`src/rtl/led_pwm_driver.sv`:
```
// led_pwm_driver
//   Drives an LED pin with PWM. A brightness level is latched as a target,
//   then the active duty cycle fades toward it in bounded steps. Duty only
//   changes at a PWM period boundary, so the waveform never glitches.
//
//   Optional build macro: LED_PWM_GAMMA_EN
//     defined   : the target duty comes from a fixed 8-entry gamma table
//                 (LEVEL_W=3, PWM_W=8 only; other widths stop elaboration)
//     undefined : the target duty is the level bit-replicated MSB-first
//
// Ports
//   clk          in   system clock, rising edge
//   reset        in   asynchronous, active-high reset
//   level_in     in   [LEVEL_W] brightness level from the upstream controller
//   level_valid  in   latch level_in as the new target on this clk edge
//   enable       in   output gate; low forces pwm_out low
//   pwm_out      out  registered PWM drive
//   duty_cur     out  [PWM_W] duty active in the current period
//   fading       out  high while duty_cur differs from the target
//   period_start out  one-clk pulse when count 0 first appears on pwm_out
module led_pwm_driver #(
   parameter int LEVEL_W      = 3,
   parameter int PWM_W        = 8,
   parameter int PRESCALE     = 1,
   parameter int FADE_STEP    = 8,
   parameter int FADE_PERIODS = 1
) (
   input  logic               clk,
   input  logic               reset,
   input  logic [LEVEL_W-1:0] level_in,
   input  logic               level_valid,
   input  logic               enable,
   output logic               pwm_out,
   output logic [PWM_W-1:0]   duty_cur,
   output logic               fading,
   output logic               period_start
);

   localparam int PS_W = (PRESCALE > 1) ? $clog2(PRESCALE) : 1;
   localparam int FC_W = (FADE_PERIODS > 1) ? $clog2(FADE_PERIODS) : 1;
   localparam logic [PS_W-1:0]  PS_LAST  = PS_W'(PRESCALE - 1);
   localparam logic [FC_W-1:0]  FC_LAST  = FC_W'(FADE_PERIODS - 1);
   // Last count of the period: 2^PWM_W-2, so a full-scale duty stays high.
   localparam logic [PWM_W-1:0] CNT_LAST = {{(PWM_W-1){1'b1}}, 1'b0};
   localparam logic [PWM_W:0]   STEP     = (PWM_W+1)'(FADE_STEP);

   typedef enum logic [1:0] {FADE_IDLE, FADE_UP, FADE_DOWN} fade_dir_t;

`ifdef LED_PWM_GAMMA_EN
   generate
      if (LEVEL_W != 3 || PWM_W != 8) begin : g_gamma_width_check
         $error("LED_PWM_GAMMA_EN requires LEVEL_W=3 and PWM_W=8");
      end
   endgenerate

   function automatic logic [PWM_W-1:0] map_level(input logic [LEVEL_W-1:0] lvl);
      case (lvl)
         LEVEL_W'(0): map_level = PWM_W'(0);
         LEVEL_W'(1): map_level = PWM_W'(4);
         LEVEL_W'(2): map_level = PWM_W'(11);
         LEVEL_W'(3): map_level = PWM_W'(25);
         LEVEL_W'(4): map_level = PWM_W'(50);
         LEVEL_W'(5): map_level = PWM_W'(90);
         LEVEL_W'(6): map_level = PWM_W'(150);
         default:     map_level = PWM_W'(255);
      endcase
   endfunction
`else
   // Repeat the level bits MSB-first across the duty width so that the
   // all-ones level maps to full scale and zero maps to zero.
   function automatic logic [PWM_W-1:0] map_level(input logic [LEVEL_W-1:0] lvl);
      logic [PWM_W-1:0] m;
      m = '0;
      for (int i = 0; i < PWM_W; i++)
         m[PWM_W-1-i] = lvl[LEVEL_W-1-(i % LEVEL_W)];
      return m;
   endfunction
`endif

   // Step arithmetic is done one bit wider so neither direction can wrap.
   function automatic logic [PWM_W-1:0] step_up(input logic [PWM_W-1:0] cur,
                                                input logic [PWM_W-1:0] tgt);
      logic [PWM_W:0] sum;
      sum = {1'b0, cur} + STEP;
      return (sum > {1'b0, tgt}) ? tgt : sum[PWM_W-1:0];
   endfunction

   function automatic logic [PWM_W-1:0] step_down(input logic [PWM_W-1:0] cur,
                                                  input logic [PWM_W-1:0] tgt);
      logic [PWM_W:0] floor_v;
      floor_v = {1'b0, tgt} + STEP;
      return ({1'b0, cur} >= floor_v) ? (cur - STEP[PWM_W-1:0]) : tgt;
   endfunction

   logic [PS_W-1:0]    pre_q, pre_d;
   logic [PWM_W-1:0]   cnt_q, cnt_d;
   logic [FC_W-1:0]    fade_cnt_q, fade_cnt_d;
   logic [LEVEL_W-1:0] level_q, level_d;
   logic [PWM_W-1:0]   duty_q, duty_d;
   logic               pwm_q, pwm_d;
   logic               pstart_q, pstart_d;

   logic               tick;
   logic               boundary;
   logic [PWM_W-1:0]   duty_tgt;
   fade_dir_t          fade_dir;

   always_comb begin
      // With PRESCALE=1, PS_LAST is 0 and the prescaler sits at 0, so tick
      // is permanently high.
      tick     = (pre_q == PS_LAST);
      boundary = tick && (cnt_q == CNT_LAST);
      duty_tgt = map_level(level_q);

      // Direction is decided from the live registers every clk, so a target
      // change mid-fade takes effect at the very next step.
      if (duty_tgt > duty_q)
         fade_dir = FADE_UP;
      else if (duty_tgt < duty_q)
         fade_dir = FADE_DOWN;
      else
         fade_dir = FADE_IDLE;

      pre_d = (pre_q == PS_LAST) ? '0 : pre_q + 1'b1;

      cnt_d = cnt_q;
      if (tick)
         cnt_d = (cnt_q == CNT_LAST) ? '0 : cnt_q + 1'b1;

      fade_cnt_d = fade_cnt_q;
      duty_d     = duty_q;
      if (boundary) begin
         if (fade_cnt_q == FC_LAST) begin
            fade_cnt_d = '0;
            case (fade_dir)
               FADE_UP:   duty_d = step_up(duty_q, duty_tgt);
               FADE_DOWN: duty_d = step_down(duty_q, duty_tgt);
               default:   duty_d = duty_q;
            endcase
         end else begin
            fade_cnt_d = fade_cnt_q + 1'b1;
         end
      end

      level_d  = level_valid ? level_in : level_q;
      pwm_d    = enable && (cnt_q < duty_q);
      // First clk of count 0; the registered pulse lines up with pwm_out.
      pstart_d = (cnt_q == '0) && (pre_q == '0);
   end

   always_ff @(posedge clk or posedge reset) begin
      if (reset) begin
         pre_q      <= '0;
         cnt_q      <= '0;
         fade_cnt_q <= '0;
         level_q    <= '0;
         duty_q     <= '0;
         pwm_q      <= 1'b0;
         pstart_q   <= 1'b0;
      end else begin
         pre_q      <= pre_d;
         cnt_q      <= cnt_d;
         fade_cnt_q <= fade_cnt_d;
         level_q    <= level_d;
         duty_q     <= duty_d;
         pwm_q      <= pwm_d;
         pstart_q   <= pstart_d;
      end
   end

   assign pwm_out      = pwm_q;
   assign duty_cur     = duty_q;
   assign fading       = (duty_q != duty_tgt);
   assign period_start = pstart_q;

endmodule

```
`config.mk`:
```
export PLATFORM = sky130hd
export DESIGN_NAME = led_pwm_driver
export DESIGN_NICKNAME = d
export VERILOG_FILES = /design/src/rtl/led_pwm_driver.sv
export SDC_FILE = /design/constraint.sdc
export NUM_CORES = 1
export LEC_CHECK = 0
export CAP_MARGIN = 10
export CORE_MARGIN = 2
export CORE_UTILIZATION = 35
export CTS_BUF_LIST = sky130_fd_sc_hd__clkbuf_16
export CTS_CLUSTER_DIAMETER = 30
export DETAILED_ROUTE_END_ITERATION = 7
export PLACE_DENSITY = 0.64
export SLEW_MARGIN = 10
export SYNTH_ARGS = -nofsm -noshare
export SYNTH_HDL_FRONTEND = slang
export SYNTH_SLANG_ARGS = --single-unit
export TNS_END_PERCENT = 100
```
`constraint.sdc`:
```
create_clock -name clk -period 2.8 [get_ports clk]
set_input_delay 0.28 -clock clk [delete_from_list [all_inputs] [get_ports clk]]
set_output_delay 0.28 -clock clk [all_outputs]
set_load 0.02 [all_outputs]
```
==> flow_summary.json <==
{
  "post_synth_and_or_nand_nor_area_fraction_pct": 19.6,
  "period_utilization_post_route_pct": 95.1,
  "vdd_ir_drop_max_v": 0.000220,
  "wl_per_cell_um": 14.5,
  "worstSetupStartpointType": "flop",
  "first_pass_grt_wire_length_mm": 7.72,
  "yosys_warnings": 0,
  "filler_cell_count": 521,
  "syn_nets": 248,
  "report.power.total_uw": 776,
  "netlist_instances": 207,
  "setup_tns_ns": 0,
  "cts_num_sinks": 21,
  "vias_in_the_first_global_route": 1614,
  "synth-compound-area-share_pct": 17.4,
  "required_time_of_the_critical_path_ns": 2.95,
  "synth_area_um2": 1840,
  "gp_congestion": 0.901,
  "number_of_primary_i_o_pins": 18,
  "timing.critical_path.to_type": "flop",
  "vias_per_instance": 5.38,
  "syn_area_per_cell_um2": 8.90,
  "tmin_final_ns": 2.66,
  "placedInstanceArea_um2": 2150,
  "timing_worst_slew_pin_value_ns": 0.858,
  "post_synth_fa_ha_maj_area_fraction_pct": 23.1,
  "r2r-start": "duty_cur[5]",
  "layout.nets": 277,
  "report.final.slew_viol_count": 0,
  "final_common_cell": "ha_1",
  "worst-r2r-cell-count": 10,
  "path_max_fanout": 12,
  "detailroute.via_count": 1642,
  "antenna_diode_instance_count": 0,
  "cts_setup_buffers": 0,
  "height_of_the_die_um": 76.6,
  "fp.dieArea_um2": 5860,
  "number_of_buffers_inserted_during_clock_tree_synthesis": 3,
  "unrepaired_setup_endpoints_after_global_routing": "no",
  "postSynth.asyncResetShare_pct": 100,
  "tritoncts": "built",
  "final_design_area_no_fill_um2": 2250,
  "final_layout_size_suffix_gt1_share_pct": 10.6,
  "die_width_um": 76.6,
  "leading_cell_types_in_the_layout_fill_and_taps_excluded": "ha_1 (34), nand2_1 (22), dfrtp_1 (20)",
  "grt.overflow.total": 0,
  "timing.max_cap.violations": 0,
  "drt_iter0_drc": 191,
  "hold_viol_final": 0,
  "clock.fmax_ghz": 0.376,
  "synthXorXnorAreaFrac_pct": 5.23,
  "skew_ns": 0.00225,
  "synth_enable_flop_cells": 0,
  "timing.hold.worst.class": "in -> async",
  "area_growth_syn_to_layout_pct": 22.2,
  "design.core.area_um2": 5110,
  "post_synth_mux_area_share_pct": 1.63,
  "crit_path_end": "duty_cur[6]",
  "power.density_nw_per_um2": 345,
  "cp-startpoint": "duty_cur[5]",
  "wl_met2_mm": 2.15,
  "clock_tree.root_cell": "clkbuf_16",
  "crit_arrival_ns": 2.81,
  "topRoutingLayerUsed": "met4",
  "ys_ff_latch": 21,
  "slew-limit-headroom_pct": 42.7,
  "drcViolationCount": 0,
  "clk_pin_slew_ns": 0.06,
  "power_leakage_nw": 0.997,
  "detailroute.wirelength.met3_um": 236,
  "setup.worst_path.class": "reg -> reg",
  "antenna_found_initial": 0,
  "drtAntennaViolNets": 0,
  "clock_path_buffers": 2,
  "routedLengthMet1_mm": 1.95,
  "synth.lib_cells_used.distinct": 45,
  "status": "finished, final reports clean",
  "synth_top_family_by_area": "adder cells",
  "row_count": 26,
  "setup_viol": 0,
  "largest_net_degree_at_the_start_of_global_routing": 22,
  "global_route.usage.total_pct": 16.4,
  "number_of_port_buffers": 17,
  "ys.flop_type": "dfrtp_1",
  "r2r_end": "duty_cur[6]",
  "clock_latency_ns": 0.26,
  "yosysSeqAreaShare_pct": 28.5,
  "place.detailed.hpwl_mm": 3.31,
  "floorplan.initialDensity_pct": 36.1,
  "htree_levels": 1,
  "worst-r2r-setup-slack_ns": 0.14,
  "drtPass1Iterations": 5,
  "routed_wirelength_mm": 4.42
}
## area by class of cell
cell class	count	area (um2)	area share [%]
Clock buffer	3	75.1	3.33
Sequential cell	21	527	23.4
Multi-Input combinational cell	166	1250	55.6
Tap cell	70	87.6	3.89
Clock inverter	1	5.00	0.222
Inverter	18	67.6	3.00
Timing Repair Buffer	26	238	10.6
## flip-flops by register name, summed over array words and instances, names as in the netlist
name,count
cnt_q,8
duty_cur,8
level_q,3
period_start,1
pwm_out,1
## worst min path at each step
stage,slack [ns],startpoint,to
floorplan,0.26,reset,cnt_q[0]
global route,0.56,cnt_q[5],period_start
CTS,0.53,cnt_q[5],period_start
detailed placement,0.52,cnt_q[5],period_start
global placement,0.51,cnt_q[5],period_start
finish,0.50,reset,duty_cur[0]
## what timing repair did
| action | 4_1_cts | 5_1_grt |
|---|---|---|
| gates resized for setup | 0 | 5 |
| setup endpoints to repair | 0 | 8 |
| hold buffers | 0 | 0 |
## synthesized netlist by cell type (all sizes together) (2+ instances only)
| cell type | number | area [um2] |
|---|---|---|
| o31ai | 3 | 22.5 |
| xnor2 | 7 | 61.3 |
| nor2b | 3 | 18.8 |
| nand4 | 3 | 18.8 |
| buf | 2 | 16.3 |
| nand2 | 23 | 88.8 |
| ha | 34 | 425 |
| nand3 | 11 | 55.1 |
| nor2 | 15 | 66.3 |
| a21o | 9 | 75.1 |
| inv | 18 | 67.6 |
| dfrtp | 21 | 526 |
| nor3 | 5 | 25.0 |
| mux2i | 3 | 30.0 |
| xor2 | 4 | 35.0 |
| a211oi | 2 | 15.0 |
| o21ai | 10 | 50.1 |
| a21oi | 10 | 50.1 |
| a311oi | 2 | 17.5 |
| a221oi | 2 | 17.5 |
## report_power, final
group	switching, mW	internal, mW
clock	0.121	0.192
sequential	0.00458	0.307
combinational	0.0883	0.0625
total	0.214	0.562
## metrics by stage
stage	util, %	cells	hold slack [ns]	setup slack (ns)
floorplan	-	207	0.257	0.179
global placement	42.1	301	0.513	0.118
detailed placement	42.1	301	0.517	0.0640
CTS	43.7	305	0.527	0.0293
global route	44.1	305	0.562	0.00196
finish	44.1	305	0.500	0.137
## routing by layer
metal	vias up	GRT usage [%]
met5	-	0
met4	0	5.45
met3	13	2.73
met2	58	27.7
met1	764	21.2
li1	807	-
## worst max-delay path, stage by stage, from the launching register on
cell and delay, ns:
dfrtp_2 0.49, nand3_1 0.16, xnor2_1 0.16, ha_1 0.31
a21o_1 0.16, a21oi_1 0.22, nand4b_1 0.21, a21oi_2 0.28
a21o_4 0.18, nor2_4 0.06, a221oi_1 0.31
## logic make-up after synthesis
kind of cell,Yosys count
buf+inv,20
mux,3
compound gates,47
flops,21
xor+xnor,11
fa+ha+maj,34
simple gates,71
Power figures use the tool's default switching activity.
